===== src/rtl/load_store_unit.sv =====
`default_nettype none
// +--------------------------------------------------------------------------+
// | Module   : load_store_unit                                               |
// | Purpose  : Executes one RV32I load or store per request. Builds byte     |
// |            enables and lane-shifted store data, sign/zero-extends load   |
// |            data, splits word-boundary-crossing accesses into two word    |
// |            transactions and bounds every memory wait with a timeout.     |
// | Ports    : clk, rst               clock / sync active-high reset         |
// |            req_i, we_i, funct3_i, addr_i, wdata_i   request side         |
// |            busy_o, done_o, err_o, rdata_o           completion side      |
// |            mem_req_o, mem_we_o, mem_addr_o, mem_be_o, mem_wdata_o,       |
// |            mem_ack_i, mem_rdata_i                   memory req/ack side  |
// | Revision : 1.0  initial release                                          |
// +--------------------------------------------------------------------------+
module load_store_unit #(
  parameter bit          ALLOW_MISALIGNED = 1'b1,
  parameter int unsigned ACK_TIMEOUT      = 255
) (
  input  logic        clk,
  input  logic        rst,
  input  logic        req_i,
  input  logic        we_i,
  input  logic [2:0]  funct3_i,
  input  logic [31:0] addr_i,
  input  logic [31:0] wdata_i,
  output logic        busy_o,
  output logic        done_o,
  output logic        err_o,
  output logic [31:0] rdata_o,
  output logic        mem_req_o,
  output logic        mem_we_o,
  output logic [31:0] mem_addr_o,
  output logic [3:0]  mem_be_o,
  output logic [31:0] mem_wdata_o,
  input  logic        mem_ack_i,
  input  logic [31:0] mem_rdata_i
);

  typedef enum logic [1:0] {
    S_IDLE = 2'd0,
    S_ACC0 = 2'd1,
    S_ACC1 = 2'd2,
    S_FIN  = 2'd3
  } state_t;

  // The counter only has to hold 0..ACK_TIMEOUT-1; the timeout fires on the
  // no-ack cycle that would bring it to ACK_TIMEOUT.
  localparam int unsigned TW = (ACK_TIMEOUT > 1) ? $clog2(ACK_TIMEOUT) : 1;
  localparam logic [TW-1:0] c_tmo_last = TW'(ACK_TIMEOUT - 1);

  state_t        state_q;
  logic          busy_q, done_q, err_q;
  logic [31:0]   rdata_q;
  logic          mem_req_q, mem_we_q;
  logic [31:0]   mem_addr_q, mem_wdata_q;
  logic [3:0]    mem_be_q;
  logic          we_q, split_q;
  logic [2:0]    funct3_q;
  logic [1:0]    off_q;
  logic [3:0]    be_hi_q;
  logic [31:0]   wd_hi_q, lo_q;
  logic [TW-1:0] cnt_q;

  // Request decode, evaluated on the live inputs while idle.
  logic [3:0]  w_mask;
  logic [7:0]  w_be8;
  logic [63:0] w_wd64;
  logic        w_legal, w_split, w_reject;

  always_comb begin
    case (funct3_i[1:0])
      2'b00:   w_mask = 4'b0001;
      2'b01:   w_mask = 4'b0011;
      default: w_mask = 4'b1111;
    endcase
    w_be8  = {4'b0000, w_mask} << addr_i[1:0];
    w_wd64 = {32'd0, wdata_i} << {addr_i[1:0], 3'b000};
    w_split = |w_be8[7:4];
    if (we_i) begin
      w_legal = !funct3_i[2] && (funct3_i[1:0] != 2'b11);
    end else begin
      // loads: reject x11 (no such size) and 110 (no unsigned word load)
      w_legal = (funct3_i[1:0] != 2'b11) && !(funct3_i[2] && funct3_i[1]);
    end
    w_reject = !w_legal || (w_split && !ALLOW_MISALIGNED);
  end

  logic w_tmo;
  assign w_tmo = (ACK_TIMEOUT != 0) && !mem_ack_i && (cnt_q == c_tmo_last);

  // Shift the two captured words down by the byte offset, then extend.
  function automatic logic [31:0] load_result(input logic [2:0]  f3,
                                              input logic [1:0]  off,
                                              input logic [31:0] hi,
                                              input logic [31:0] lo);
    logic [31:0] r;
    r = 32'({hi, lo} >> {off, 3'b000});
    case (f3[1:0])
      2'b00:   load_result = f3[2] ? {24'd0, r[7:0]}  : {{24{r[7]}}, r[7:0]};
      2'b01:   load_result = f3[2] ? {16'd0, r[15:0]} : {{16{r[15]}}, r[15:0]};
      default: load_result = r;
    endcase
  endfunction

  always_ff @(posedge clk) begin
    if (rst) begin
      state_q     <= S_IDLE;
      busy_q      <= 1'b0;
      done_q      <= 1'b0;
      err_q       <= 1'b0;
      rdata_q     <= 32'd0;
      mem_req_q   <= 1'b0;
      mem_we_q    <= 1'b0;
      mem_addr_q  <= 32'd0;
      mem_be_q    <= 4'd0;
      mem_wdata_q <= 32'd0;
      we_q        <= 1'b0;
      split_q     <= 1'b0;
      funct3_q    <= 3'd0;
      off_q       <= 2'd0;
      be_hi_q     <= 4'd0;
      wd_hi_q     <= 32'd0;
      lo_q        <= 32'd0;
      cnt_q       <= '0;
    end else begin
      done_q <= 1'b0;
      case (state_q)
        S_IDLE: begin
          if (req_i) begin
            if (w_reject) begin
              // rejected without touching memory; FIN carries the error pulse
              state_q <= S_FIN;
              done_q  <= 1'b1;
              err_q   <= 1'b1;
            end else begin
              state_q     <= S_ACC0;
              busy_q      <= 1'b1;
              mem_req_q   <= 1'b1;
              mem_we_q    <= we_i;
              mem_addr_q  <= {addr_i[31:2], 2'b00};
              mem_be_q    <= w_be8[3:0];
              mem_wdata_q <= w_wd64[31:0];
              we_q        <= we_i;
              funct3_q    <= funct3_i;
              off_q       <= addr_i[1:0];
              split_q     <= w_split;
              be_hi_q     <= w_be8[7:4];
              wd_hi_q     <= w_wd64[63:32];
              cnt_q       <= '0;
            end
          end
        end
        S_ACC0, S_ACC1: begin
          if (mem_ack_i) begin
            if ((state_q == S_ACC0) && split_q) begin
              // second word: keep mem_req high, advance to the next word
              state_q     <= S_ACC1;
              lo_q        <= mem_rdata_i;
              mem_addr_q  <= mem_addr_q + 32'd4;
              mem_be_q    <= be_hi_q;
              mem_wdata_q <= wd_hi_q;
              cnt_q       <= '0;
            end else begin
              state_q   <= S_FIN;
              busy_q    <= 1'b0;
              mem_req_q <= 1'b0;
              mem_we_q  <= 1'b0;
              done_q    <= 1'b1;
              err_q     <= 1'b0;
              if (!we_q) begin
                rdata_q <= (state_q == S_ACC1)
                         ? load_result(funct3_q, off_q, mem_rdata_i, lo_q)
                         : load_result(funct3_q, off_q, 32'd0, mem_rdata_i);
              end
            end
          end else if (w_tmo) begin
            // abandon the access; rdata keeps its previous value
            state_q   <= S_FIN;
            busy_q    <= 1'b0;
            mem_req_q <= 1'b0;
            mem_we_q  <= 1'b0;
            done_q    <= 1'b1;
            err_q     <= 1'b1;
          end else begin
            cnt_q <= cnt_q + TW'(1);
          end
        end
        S_FIN: begin
          state_q <= S_IDLE;
          err_q   <= 1'b0;
        end
      endcase
    end
  end

  assign busy_o      = busy_q;
  assign done_o      = done_q;
  assign err_o       = err_q;
  assign rdata_o     = rdata_q;
  assign mem_req_o   = mem_req_q;
  assign mem_we_o    = mem_we_q;
  assign mem_addr_o  = mem_addr_q;
  assign mem_be_o    = mem_be_q;
  assign mem_wdata_o = mem_wdata_q;

endmodule
`default_nettype wire

===== config.mk =====
export PLATFORM = sky130hd
export DESIGN_NAME = load_store_unit
export DESIGN_NICKNAME = d
export VERILOG_FILES = /design/src/rtl/load_store_unit.sv
export SDC_FILE = /design/constraint.sdc
export NUM_CORES = 1
export LEC_CHECK = 0
export BUFFER_PORTS_ARGS = -buffer_cell sky130_fd_sc_hd__buf_4
export CAP_MARGIN = 20
export CORE_UTILIZATION = 50
export DETAILED_ROUTE_END_ITERATION = 8
export PLACE_DENSITY_LB_ADDON = 0.08
export RECOVER_POWER = 100
export SYNTH_ARGS = -nofsm -noshare
export SYNTH_HDL_FRONTEND = slang
export SYNTH_SLANG_ARGS = --single-unit

===== constraint.sdc =====
create_clock -name clk -period 2.3 [get_ports clk]
set_clock_uncertainty 0.2 [all_clocks]
set_input_delay 0.46 -clock clk [delete_from_list [all_inputs] [get_ports clk]]
set_output_delay 0.46 -clock clk [all_outputs]
set_load 0.005 [all_outputs]

Word-level counts from Yosys, hierarchy flattened
Index checks and enable logic that the tools add are counted.
{ "totals": {"ff_bits": 189, "in_bits": 104, "output_inout_bits": 105} }
{ "classes": {"add_sub_neg": 2, "n_eq_ne": 16, "shift": 4, "n_mux": 56, "bitwise": 2, "reduce_logical": 22} }
{ "op_table": {"columns": ["cell", "count"], "rows": [
  ["32-bit two-way mux", 13],
  ["32-bit one-hot mux with 2 select lines", 4],
  ["32-bit by 5-bit left shift with 64-bit output", 1],
  ["64-bit by 5-bit right shift with 32-bit output", 1],
  ["8-bit two-way mux", 5],
  ["32-bit by 3-bit adder with 32-bit output, second input constant", 1],
  ["32-bit by 5-bit right shift with 32-bit output", 1],
  ["1-bit two-way mux", 18],
  ["4-bit two-way mux", 4],
  ["4-bit one-hot mux with 2 select lines", 2],
  ["8-bit one-hot mux with 2 select lines", 1],
  ["5-bit AND reduction", 3],
  ["2-bit inequality test, second input constant", 6],
  ["3-bit inequality test, second input constant", 4],
  ["8-bit by 1-bit adder with 8-bit output, second input constant", 1],
  ["8-bit equality test, second input constant", 1],
  ["2-bit two-way mux", 4],
  ["4-bit AND reduction", 2],
  ["4-bit by 2-bit left shift with 8-bit output", 1],
  ["2-bit by 1-bit equality test with 1-bit output, second input constant", 3],
  ["2-bit logical NOT", 3],
  ["1-bit one-hot mux with 2 select lines", 3],
  ["2-bit one-hot mux with 3 select lines", 1],
  ["3-bit AND reduction", 2],
  ["other kinds (9)", 17]
]} }

Longest topological paths before layout
Gate-level depths: netlist of the first run.
{ "logic_depth": {"word_depth": 7, "mapped_depth": 10, "mapped_depth_nobuf": 7} }

Worst setup path after synthesis of the first run
OpenSTA, ideal clock, no wires.
{ "synth_path": {"path_type": "flip-flop to flip-flop", "from": "reg state_q[0]", "to": "reg rdata_q[23] (netlist: rdata_o[23])", "setup_ns": 0.116, "arrival_ns": 2.186, "required_ns": 1.984, "path_slack_ns": -0.203, "path_stages_with_launch": 10, "n_path_buf": 3, "path_cell_list": "dfxtp_1 inv_1 ha_1 clkbuf_1 nand2_1 nor3b_1 clkbuf_1 clkbuf_1 nand3_1 o211a_1"} }
{ "synth_between": {"elab_chain_len": 4} }
{ "synth_rtl": {"columns": ["item", "line_no", "text"], "rows": [
  ["from (decl)", "51", "state_t state_q;"],
  ["from (signal assigned)", "107", "state_q <= S_IDLE;"],
  ["from (signal assigned)", "132", "state_q <= S_FIN;"],
  ["from (signal assigned)", "136", "state_q <= S_ACC0;"],
  ["2-bit by 1-bit equality test with 1-bit output", "127, 155", null],
  ["1-bit logical AND", "155", "if ((state_q == S_ACC0) && split_q) begin"],
  ["1-bit inverter (no source line)", null, null],
  ["4-bit AND reduction (no source line)", null, null],
  ["to (signal assigned)", "171", "rdata_q <= (state_q == S_ACC1)"],
  ["to (decl)", "53", "logic [31:0] rdata_q;"]
]} }
Several ways; a longest one is shown, not always the timed one.
A chain may end at the register's enable or synchronous reset.

Final worst setup path of the first run
{ "layout_path": {"from": "reg mem_addr_q[3] (netlist: mem_addr_o[3])", "to": "reg mem_addr_q[22] (netlist: mem_addr_o[22])"} }
{ "layout_between": {"elab_chain_len": 4} }
{ "layout_rtl": {"columns": ["item", "line_no", "text"], "rows": [
  ["from (decl)", "55", "logic [31:0] mem_addr_q, mem_wdata_q;"],
  ["from (signal assigned)", "140", "mem_addr_q <= {addr_i[31:2], 2'b00};"],
  ["from (signal assigned)", "159", "mem_addr_q <= mem_addr_q + 32'd4;"],
  ["32-bit by 3-bit adder with 32-bit output", "159", null],
  ["32-bit two-way mux", "155", null],
  ["32-bit two-way mux", "154", "if (mem_ack_i) begin"],
  ["32-bit one-hot mux with 2 select lines", "127", "case (state_q)"]
]} }
Every way passes these cells. The select of a mux whose other input is x is not followed.

==> Implementation_results.wiki, run 1 <==
{| class="wikitable"
! Metric !! Value
|-
| Leakage dissipation || about 5 nW
|-
| Final setup violation count || 1
|-
| Post-synthesis to final-layout area growth || 34.6%
|-
| I/O pin count || 209
|-
| Worst supply voltage drop on vdd || 0.790 mV
|-
| Number of storage elements in the synthesis netlist || 178
|-
| Post-Route Hold Slack || about 0.090 ns
|-
| Proportion of synthesized chip area in sequential cells || a little under two fifths
|-
| Routed Antenna Nets || 0
|-
| Full die area || approximately 20000 µm²
|-
| Total Nets Final || around 1.6k
|-
| Vias after detailed routing || a little over 10k
|-
| Time the final worst path needs with I/O delays and setup || roughly 2.3 ns
|-
| Commonest register cell after synthesis || dfxtp_1
|-
| Failing checks || negative setup slack
|-
| Average routed wire per standard cell || between 15 and 20 µm
|-
| RSZ-0062 raised after global routing || yes
|-
| Total clock sinks || roughly 180
|-
| Worst-Skew Late Latency || around 0.43 ns
|-
| CP endpoint kind || register
|-
| Initial antenna violation count || 0
|-
| Unique cell type count in the Yosys netlist || 68
|-
| Path category of the worst min-delay check || input pin to register
|-
| Reg2reg setup slack || -0.02 ns
|-
| Overflow left after global routing || 0
|-
| Height of the die || ~140 µm
|-
| Highest-count cells in the layout ignoring fill and taps || buf_4, nand2_1, dfxtp_1
|-
| Total of warnings raised by yosys || 0
|-
| Initial core utilization || about 52%
|-
| Kind of start point of the critical path || register
|-
| Total power consumption of the routed design || roughly 16 mW
|-
| Remaining routing DRC violations || 0
|-
| H-tree lvl count || 4
|-
| Clock buffer count from CTS || 17
|-
| PD cells || 1190 nW/µm²
|-
| Path type of the worst setup path || register to register
|-
| Setup total negative slack || -0.0201 ns
|-
| Share of the clock period used by the worst path || 101%
|-
| Maximum buffer depth of the clock tree || 2
|-
| Post-synthesis area per instance || 7.97 µm²
|-
| Placed instance count || around 1.7k
|-
| Slew HR || about 36%
|-
| Relative contribution of sequential cells to total power || 28.2%
|-
| Count of filler cells inserted in the layout || 1576
|-
| Die width || between 100 and 150 µm
|-
| Clock tree from TritonCTS || done
|-
| Layout Utilization || ~69%
|-
| Antenna Cells || 0
|-
| Wire length of the first global-routing pass || roughly 50000 µm
|-
| Combinational share of power || a little over half
|-
| Transition at the pin with the smallest max-transition slack || 0.961 ns
|-
| Total non-filler cell area in the finished layout || around 13000 µm²
|-
| Fin cells || between 1.5k and 2k
|-
| Net Sw Power || roughly 6.4 mW
|-
| Clock power share || between 10% and 20%
|-
| First-pass DRT Iterations || 5
|-
| Detailed-route vias per instance || between 5 and 6
|-
| Maximum number of pins on one net before global-route repair || 96
|-
| Clock-pin slew reported for the worst setup and hold paths after clock tree synthesis || 0.08 ns
|-
| Status || complete, but fails checks
|-
| Fmax || 431 MHz
|-
| Area of the placeable core || between 15000 and 20000 µm²
|-
| Number of violations of the max-capacitance limit || 0
|-
| Maximum fanout along the worst path || 6
|-
| Most frequent standard cell in the layout excluding fill and tap cells || buf_4
|-
| Switching share of total power || ~41%
|-
| Iteration-0 DRC count of the detailed router || 1060
|-
| Setup slack of the critical path after layout || -0.0201 ns
|-
| Gp weighted congestion || between 0.9 and 1
|-
| Port Buf Inserts || approximately 210
|-
| Tot GR Track Use || between 30% and 40%
|-
| Max-slew violation total from the final report || 0
|-
| Estimated wirelength of the detail-placed design || 23000 µm
|-
| Cell area after placement || around 12000 µm²
|-
| Post-synth EDFFs || 0
|-
| Number of placement rows || 50
|-
| Vias in the first global route || between 9k and 10k
|-
| Total internal power || between 9 and 10 mW
|-
| Async set-reset flop share out of synthesis || 0%
|-
| Clock root buffer || clkbuf_16
|-
| Total standard cell area after synthesis || ~9700 µm²
|-
| Share of cells above drive strength 1 || around 31%
|-
| Number of hold buffers added after CTS || 0
|-
| Gate count after technology mapping || about 1.2k
|-
| Placement Setup Slack || -0.161 ns
|-
| CP Data Required Time || roughly 2.5 ns
|-
| Total routed wirelength || 32200 µm
|-
| CP arrival || between 2 and 2.5 ns
|-
| Hold violation count in the final report || 0
|}
[power by group through the flow]
stage          Clock (mW)  Sequential, mW  Combinational (mW)
2_1_floorplan           0            4.38                4.03
3_3_place_gp            0            4.42                7.38
3_5_place_dp            0            4.43                7.46
4_1_cts              2.97            4.37                7.56
5_1_grt              3.12            4.50                8.91
6_report             2.94            4.40                8.25
[final cells by class]
class,instances,area [µm²],share of cell area [%]
flip-flops and latches,178,3590,27.5
inverters,15,58.8,0.450
clock inverters,15,159,1.22
repair buffers,330,2690,20.6
well taps,260,325,2.49
multi-input cells,921,5810,44.5
clock buffers,17,425,3.26
[cells in the mapped netlist (5+ instances only)]
| library cell | n | area share [%] |
|---|---|---|
| a211oi_1 | 23 | 1.8 |
| a21oi_1 | 124 | 6.4 |
| a221oi_1 | 26 | 2.3 |
| a22oi_1 | 9 | 0.70 |
| a31oi_1 | 7 | 0.45 |
| a32o_1 | 24 | 2.5 |
| and2_1 | 7 | 0.45 |
| and3_1 | 16 | 1.0 |
| and4_1 | 5 | 0.45 |
| buf_1 | 8 | 0.31 |
| buf_2 | 17 | 0.88 |
| clkbuf_1 | 76 | 2.9 |
| dfxtp_1 | 178 | 37 |
| ha_1 | 8 | 1.0 |
| inv_1 | 14 | 0.54 |
| mux2_2 | 38 | 4.4 |
| mux2i_1 | 59 | 6.1 |
| mux4_2 | 8 | 1.9 |
| nand2_1 | 205 | 7.9 |
| nand3_1 | 39 | 2.0 |
| nand4_1 | 11 | 0.71 |
| nor2_1 | 108 | 4.2 |
| nor2b_1 | 13 | 0.84 |
| nor3_1 | 39 | 2.0 |
| nor4_1 | 12 | 0.77 |
| o211ai_1 | 21 | 1.6 |
| o21ai_0 | 35 | 1.8 |
| o221ai_1 | 7 | 0.63 |
| o32ai_1 | 5 | 0.45 |
| or3_1 | 9 | 0.58 |
| or4_1 | 6 | 0.46 |
[cell families after synthesis]
group / share of synthesized area, %
simple gates: 23.3
buf+inv: 4.94
mux: 12.4
other cells: 0.0387
fa+ha+maj: 1.03
flops: 36.7
xor+xnor: 0.361
compound gates: 21.2
[timing repair]
action                     in CTS  in global routing
gates resized for setup         7                 34
setup buffers                   0                  7
pin swaps                       2                  6
setup endpoints to repair      19                 83
hold endpoints to repair        0                  0
cloned                          0                  3
[worst paths after layout]
check / to / cells past startpoint / start
max: mem_addr_o[22]$_SDFFE_PP0P_ / 6 / mem_addr_o[3]$_SDFFE_PP0P_
min: lo_q[14]$_SDFFE_PP0P_ / 3 / mem_rdata_i[14]
max reg2reg: mem_addr_o[22]$_SDFFE_PP0P_ / 6 / mem_addr_o[3]$_SDFFE_PP0P_
min reg2reg: lo_q[7]$_SDFFE_PP0P_ / 2 / lo_q[7]$_SDFFE_PP0P_
[routing by layer]
metal  GRT usage (%)  vias to the layer above  wire, µm
met4            8.07                        0       471
met2            47.0                      498     13900
met1            46.4                     4828     14800
met5               0                        -         0
li1                -                     4939         -
met3            7.59                       39      3100
[sequential cells by signal, indices dropped and copies added (netlist names)]
register,flops
err_o,1
we_q,1
be_hi_q,3
mem_addr_o,30
state_q,2
mem_be_o,4
rdata_o,32
done_o,1
cnt_q,8
funct3_q,3
mem_req_o,1
off_q,2
lo_q,32
mem_we_o,1
mem_wdata_o,32
split_q,1
wd_hi_q,24
[critical path: stages (launching register included)]
cell and delay [ns]:
dfxtp_4 0.39, ha_4 0.16, nand3_4 0.08, or4_4 0.49, or3_4 0.34, or4_1 0.43
a31oi_1 0.15
Note: power is estimated with default switching activity, not from simulation.
==> inputs of run 2 (changes only) <==
--- a/config.mk
+++ b/config.mk
@@ -11,6 +11,7 @@
 export DETAILED_ROUTE_END_ITERATION = 8
 export PLACE_DENSITY_LB_ADDON = 0.08
 export RECOVER_POWER = 100
+export REMOVE_ABC_BUFFERS = 1
 export SYNTH_ARGS = -nofsm -noshare
 export SYNTH_HDL_FRONTEND = slang
 export SYNTH_SLANG_ARGS = --single-unit
==> constraint.sdc (replaced) <==
create_clock -name clk -period 2.04 [get_ports clk]
set_clock_uncertainty 0.2 [all_clocks]
set_input_delay 0.408 -clock clk [delete_from_list [all_inputs] [get_ports clk]]
set_output_delay 0.408 -clock clk [all_outputs]
set_load 0.005 [all_outputs]
==> Implementation_results.wiki, run 2 (synthesized netlist as in run 1, its figures left out) <==
{| class="wikitable"
! Metric !! Value
|-
| Maximum fanout along the worst path || 3
|-
| Path category of the worst min-delay check || input pin to register
|-
| Average routed wire per standard cell || 19.3 µm
|-
| Antenna Cells || 0
|-
| First-pass DRT Iterations || 5
|-
| Tot GR Track Use || 32.5%
|-
| Number of hold buffers added after CTS || 0
|-
| Height of the die || between 100 and 150 µm
|-
| Max layer used || met4
|-
| Total Nets Final || between 1.5k and 2k
|-
| Overflow left after global routing || 0
|-
| Die width || between 100 and 150 µm
|-
| Critical path launch point || mem_addr_o[7]$_SDFFE_PP0P_
|-
| Initial antenna violation count || 0
|-
| Status || complete, but fails checks
|-
| CP endpoint kind || register
|-
| Maximum number of pins on one net before global-route repair || 48
|-
| Most frequent standard cell in the layout excluding fill and tap cells || buf_4
|-
| Gp weighted congestion || around 0.95
|-
| DRT met1 WL || about 14000 µm
|-
| Total routed wirelength || 35100 µm
|-
| Estimated wirelength of the detail-placed design || around 22000 µm
|-
| Share of cells above drive strength 1 || 40.0%
|-
| PD cells || about 1400 nW/µm²
|-
| Remaining routing DRC violations || 0
|-
| Setup slack of the critical path after layout || -0.217 ns
|-
| Highest-count cells in the layout ignoring fill and taps || buf_4, nand2_1, dfxtp_1
|-
| Vias in the first global route || roughly 10k
|-
| Total length of routed met3 wires || between 3000 and 4000 µm
|-
| Hold violation count in the final report || 0
|-
| Initial core utilization || around half
|-
| Maximum buffer depth of the clock tree || 2
|-
| Area of the placeable core || roughly 19000 µm²
|-
| Full die area || ~20000 µm²
|-
| CP Data Required Time || between 2 and 2.5 ns
|-
| Iteration-0 DRC count of the detailed router || 900
|-
| Fmax || 443 MHz
|-
| Failing checks || negative setup slack
|-
| Clock root buffer || clkbuf_16
|-
| Share of the clock period used by the worst path || 111%
|-
| Total power consumption of the routed design || 20.6 mW
|-
| Placement Setup Slack || -0.328 ns
|-
| Kind of start point of the critical path || register
|-
| Post-synthesis to final-layout area growth || 50.3%
|-
| R2R cell count || 5
|-
| Reg2reg setup slack || -0.22 ns
|-
| Time the final worst path needs with I/O delays and setup || 2.26 ns
|-
| Total area of sequential cells || ~3600 µm²
|-
| Transition at the pin with the smallest max-transition slack || 0.796 ns
|-
| RSZ-0062 raised after global routing || yes
|-
| Endpoint of the lowest-slack register-to-register path || mem_addr_o[22]$_SDFFE_PP0P_
|-
| CP arrival || ~2.4 ns
|-
| Clock buffer count from CTS || 17
|-
| I/O pin count || 209
|-
| Detailed-route vias per instance || about 6
|-
| Path type of the worst setup path || register to register
|-
| Port Buf Inserts || between 200 and 250
|-
| Number of placement rows || 50
|-
| Routed Antenna Nets || 0
|-
| Leakage dissipation || roughly 5.7 nW
|-
| Wire length of the first global-routing pass || slightly above 50000 µm
|-
| Final setup violation count || 62
|-
| Number of violations of the max-capacitance limit || 0
|-
| Vias after detailed routing || between 10k and 15k
|-
| Area occupied by multi-input gates || roughly 6500 µm²
|-
| RR Startpoint || mem_addr_o[7]$_SDFFE_PP0P_
|-
| Worst-Skew Late Latency || 0.44 ns
|-
| H-tree lvl count || 4
|-
| Clock tree from TritonCTS || done
|-
| Worst supply voltage drop on vdd || 0.801 mV
|-
| Slew HR || ~47%
|-
| Count of filler cells inserted in the layout || about 1.3k
|-
| Total clock sinks || 178
|-
| Met2 wirelength from detailed routing || 16900 µm
|-
| Max-slew violation total from the final report || 0
|-
| CP endpoint || mem_addr_o[22]$_SDFFE_PP0P_
|-
| Clock-pin slew reported for the worst setup and hold paths after clock tree synthesis || 0.08 ns
|}
==> run 2: routing by layer <==
| layer | GRT usage (%) | vias up |
|---|---|---|
| met5 | 0 | - |
| met4 | 12.8 | 0 |
| met3 | 5.94 | 119 |
| met2 | 54.0 | 642 |
| met1 | 41.9 | 5238 |
| li1 | - | 5102 |
==> run 2: what timing repair did <==
action / in CTS / in global routing
resized for setup: 105 / 142
pin swaps: 33 / 49
cloned: 4 / 8
setup buffers: 10 / 13
endpoints found under the setup margin: 111 / 111
==> run 2: how the worst min path moves through the flow <==
| stage | endpoint | slack [ns] | from | depth (start not counted) |
|---|---|---|---|---|
| 4_1_cts | mem_addr_o[30]$_SDFFE_PP0P_ | 0.02 | addr_i[30] | 3 |
| 3_5_place_dp | wd_hi_q[18]$_SDFFE_PP0P_ | 0.24 | wd_hi_q[18]$_SDFFE_PP0P_ | 2 |
| 3_3_place_gp | wd_hi_q[18]$_SDFFE_PP0P_ | 0.24 | wd_hi_q[18]$_SDFFE_PP0P_ | 2 |
| 6_report | lo_q[12]$_SDFFE_PP0P_ | 0.03 | mem_rdata_i[12] | 3 |
| 2_1_floorplan | wd_hi_q[16]$_SDFFE_PP0P_ | 0.23 | wd_hi_q[16]$_SDFFE_PP0P_ | 2 |
| 5_1_grt | lo_q[5]$_SDFFE_PP0P_ | 0.03 | mem_rdata_i[5] | 3 |
==> run 2: final cells by class <==
| class | instances | area share (%) |
|---|---|---|
| Tap cell | 260 | 2.23 |
| Clock buffer | 17 | 2.92 |
| Sequential cell | 178 | 24.6 |
| Timing Repair Buffer | 412 | 24.2 |
| Multi-Input combinational cell | 922 | 44.7 |
| Clock inverter | 15 | 0.987 |
| Inverter | 15 | 0.421 |
==> run 2: through the flow <==
stage / area, µm² / utilization, % / instances / setup TNS, ns / hold slack, ns
finish: 14600 / 77.4 / 1819 / -3.71 / 0.0335
detailed placement: 12700 / 67.4 / 1755 / -19.64 / 0.245
global placement: 12700 / 67.3 / 1754 / -16.76 / 0.239
global route: 14600 / 77.4 / 1819 / -11.16 / 0.0312
floorplan: 9280 / - / 1114 / -349.03 / 0.226
CTS: 13800 / 73.4 / 1801 / -6.00 / 0.0227
==> run 2: critical path, cell delays in order, from the launching register on <==
cell     delay, ns
dfxtp_1       0.39
nand3_1       0.15
or4_4         0.54
or3_1         0.35
or4_1         0.42
a31oi_1       0.14
==> run 2: where the power goes <==
part	total, mW	switching [mW]	internal, mW
registers	4.89	0.594	4.30
clock network	3.23	1.61	1.62
logic	12.5	6.44	6.05
total	20.6	8.64	12.0
==> inputs of run 3 (changes only) <==
--- a/config.mk
+++ b/config.mk
@@ -10,7 +10,6 @@
 export CORE_UTILIZATION = 50
 export DETAILED_ROUTE_END_ITERATION = 8
 export PLACE_DENSITY_LB_ADDON = 0.08
-export RECOVER_POWER = 100
 export REMOVE_ABC_BUFFERS = 1
 export SYNTH_ARGS = -nofsm -noshare
 export SYNTH_HDL_FRONTEND = slang
==> Implementation_results.wiki, run 3 (synthesized netlist as in run 1, its figures left out) <==
{| class="wikitable"
! Metric !! Value
|-
| Status || complete, but fails checks
|-
| Failing checks || negative setup slack
|-
| Worst supply voltage drop on vdd || 0.778 mV
|-
| Delay of the slowest critical-path stage || between 0.5 and 0.6 ns
|-
| CP endpoint kind || register
|-
| Clock tree from TritonCTS || done
|-
| Total non-filler cell area in the finished layout || ~15000 µm²
|-
| Most frequent standard cell in the layout excluding fill and tap cells || buf_4
|-
| Maximum number of pins on one net before global-route repair || 48
|-
| Slew HR || between 40% and 50%
|-
| Average routed wire per standard cell || 19.4 µm
|-
| I/O pin count || about 210
|-
| Setup total negative slack || -3.68 ns
|-
| Tot GR Track Use || between 30% and 40%
|-
| Fmax || 444 MHz
|-
| Slowest-stage cell, CP || or4_4
|-
| Routed Antenna Nets || 0
|-
| Wire length of the first global-routing pass || 51700 µm
|-
| Overflow left after global routing || 0
|-
| Clock-pin slew reported for the worst setup and hold paths after clock tree synthesis || ~0.08 ns
|-
| Highest-count cells in the layout ignoring fill and taps || buf_4, nand2_1, dfxtp_1
|-
| Area occupied by multi-input gates || ~6500 µm²
|-
| Time the final worst path needs with I/O delays and setup || roughly 2.3 ns
|-
| Iteration-0 DRC count of the detailed router || a little over 900
|-
| Total routed wirelength || 35200 µm
|-
| Port Buf Inserts || between 200 and 250
|-
| Layout Utilization || 77.8%
|-
| Initial antenna violation count || 0
|-
| Total Nets Final || between 1.5k and 2k
|-
| Number of violations of the max-capacitance limit || 0
|-
| Antenna Cells || 0
|-
| Path category of the worst min-delay check || input pin to register
|-
| Kind of start point of the critical path || register
|-
| Transition at the pin with the smallest max-transition slack || 0.820 ns
|-
| CP arrival || about 2.4 ns
|-
| Total area of sequential cells || about 3600 µm²
|-
| Setup slack of the critical path after layout || -0.214 ns
|-
| Leakage dissipation || 5.83 nW
|-
| Critical path buffers and inverters || 0
|-
| Cell area after placement || around 13000 µm²
|-
| Maximum buffer depth of the clock tree || 2
|-
| Number of hold buffers added after CTS || 0
|-
| Gp weighted congestion || between 0.9 and 1
|-
| Remaining routing DRC violations || 0
|-
| RSZ-0062 raised after global routing || yes
|-
| Clock buffer count from CTS || 17
|-
| Vias in the first global route || 10.2k
|-
| First-pass DRT Iterations || 5
|-
| Max-slew violation total from the final report || 0
|-
| Net Sw Power || roughly 8.7 mW
|-
| Vias after detailed routing || 11.1k
|-
| Full die area || 20000 µm²
|-
| Total internal power || 12.1 mW
|-
| Total clock sinks || roughly 180
|-
| Fin cells || approximately 1.8k
|-
| Die width || roughly 140 µm
|-
| Placed instance count || roughly 1.8k
|-
| Count of filler cells inserted in the layout || between 1k and 1.5k
|-
| Height of the die || roughly 140 µm
|-
| Detailed-route vias per instance || a little over 6
|-
| Worst-Skew Late Latency || around 0.44 ns
|-
| Post-synthesis to final-layout area growth || 51.1%
|-
| Path type of the worst setup path || register to register
|-
| Hold violation count in the final report || 0
|-
| Combinational share of power || between 60% and 70%
|-
| PD cells || between 1000 and 1500 nW/µm²
|-
| Share of the clock period used by the worst path || 110%
|-
| Number of placement rows || 50
|-
| Share of cells above drive strength 1 || between 40% and 50%
|-
| H-tree lvl count || 4
|-
| Relative contribution of sequential cells to total power || a little under a quarter
|-
| Kind of cell adding the most delay to the critical path || simple AND/OR/NAND/NOR gates
|-
| Clock power share || 15.5%
|-
| Placement Setup Slack || -0.328 ns
|-
| CP Data Required Time || between 2 and 2.5 ns
|-
| Final setup violation count || 66
|-
| Switching share of total power || between 40% and 50%
|-
| Total power consumption of the routed design || between 20 and 25 mW
|-
| Post-Route Hold Slack || between 0.02 and 0.03 ns
|-
| Maximum fanout along the worst path || 3
|-
| Initial core utilization || 51.5%
|-
| Clock root buffer || clkbuf_16
|-
| Estimated wirelength of the detail-placed design || roughly 22000 µm
|-
| Area of the placeable core || 18800 µm²
|-
| Chain of cells forming the critical path || nand3_1 -> or4_4 -> or3_1 -> or4_1 -> a31oi_1
|}
run 3: cell types whose count changed in the layout (fill, tap and decap cells not counted), sizes merged:
cell | previous run | this run
buf | 318 | 405
clkbuf | 110 | 23
run 3: worst paths after layout:
path / startpoint / to / slack, ns / cells after the start
worst max register to register: mem_addr_o[7]$_SDFFE_PP0P_ / mem_addr_o[22]$_SDFFE_PP0P_ / -0.21 / 5
worst min register to register: wd_hi_q[18]$_SDFFE_PP0P_ / wd_hi_q[18]$_SDFFE_PP0P_ / 0.26 / 2
worst min-delay path: addr_i[30] / mem_addr_o[30]$_SDFFE_PP0P_ / 0.03 / 3
worst max-delay path: mem_addr_o[7]$_SDFFE_PP0P_ / mem_addr_o[22]$_SDFFE_PP0P_ / -0.21 / 5
run 3: layout make-up:
cell class	count	area share (%)
repair buffers	412	24.6
inverters	15	0.418
clock inverters	15	0.982
flip-flops and latches	178	24.4
multi-input cells	922	44.5
well taps	260	2.22
clock buffers	17	2.90
run 3: tightest hold or removal path, stage by stage:
cell,delay [ns]
buf_4,0.08
a32oi_1,0.04
o32ai_1,0.10
run 3: per-layer routing:
metal,track usage (%),wire [µm]
met2,54.0,16900
met4,12.8,1180
met1,41.9,14000
met3,5.94,3090
met5,0,0
run 3: what timing repair did:
item / CTS / global route
setup endpoints to repair: 111 / 111
resized for setup: 105 / 142
pin swaps: 33 / 49
cloned: 4 / 8
setup buffers: 10 / 13
run 3: power by group through the flow:
stage	clock [mW]	sequential, mW	combinational (mW)
2_1_floorplan	0	5.11	3.87
3_3_place_gp	0	4.86	9.10
3_5_place_dp	0	4.87	9.25
4_1_cts	3.26	4.84	10.4
5_1_grt	3.40	5.00	13.4
6_report	3.23	4.91	12.7
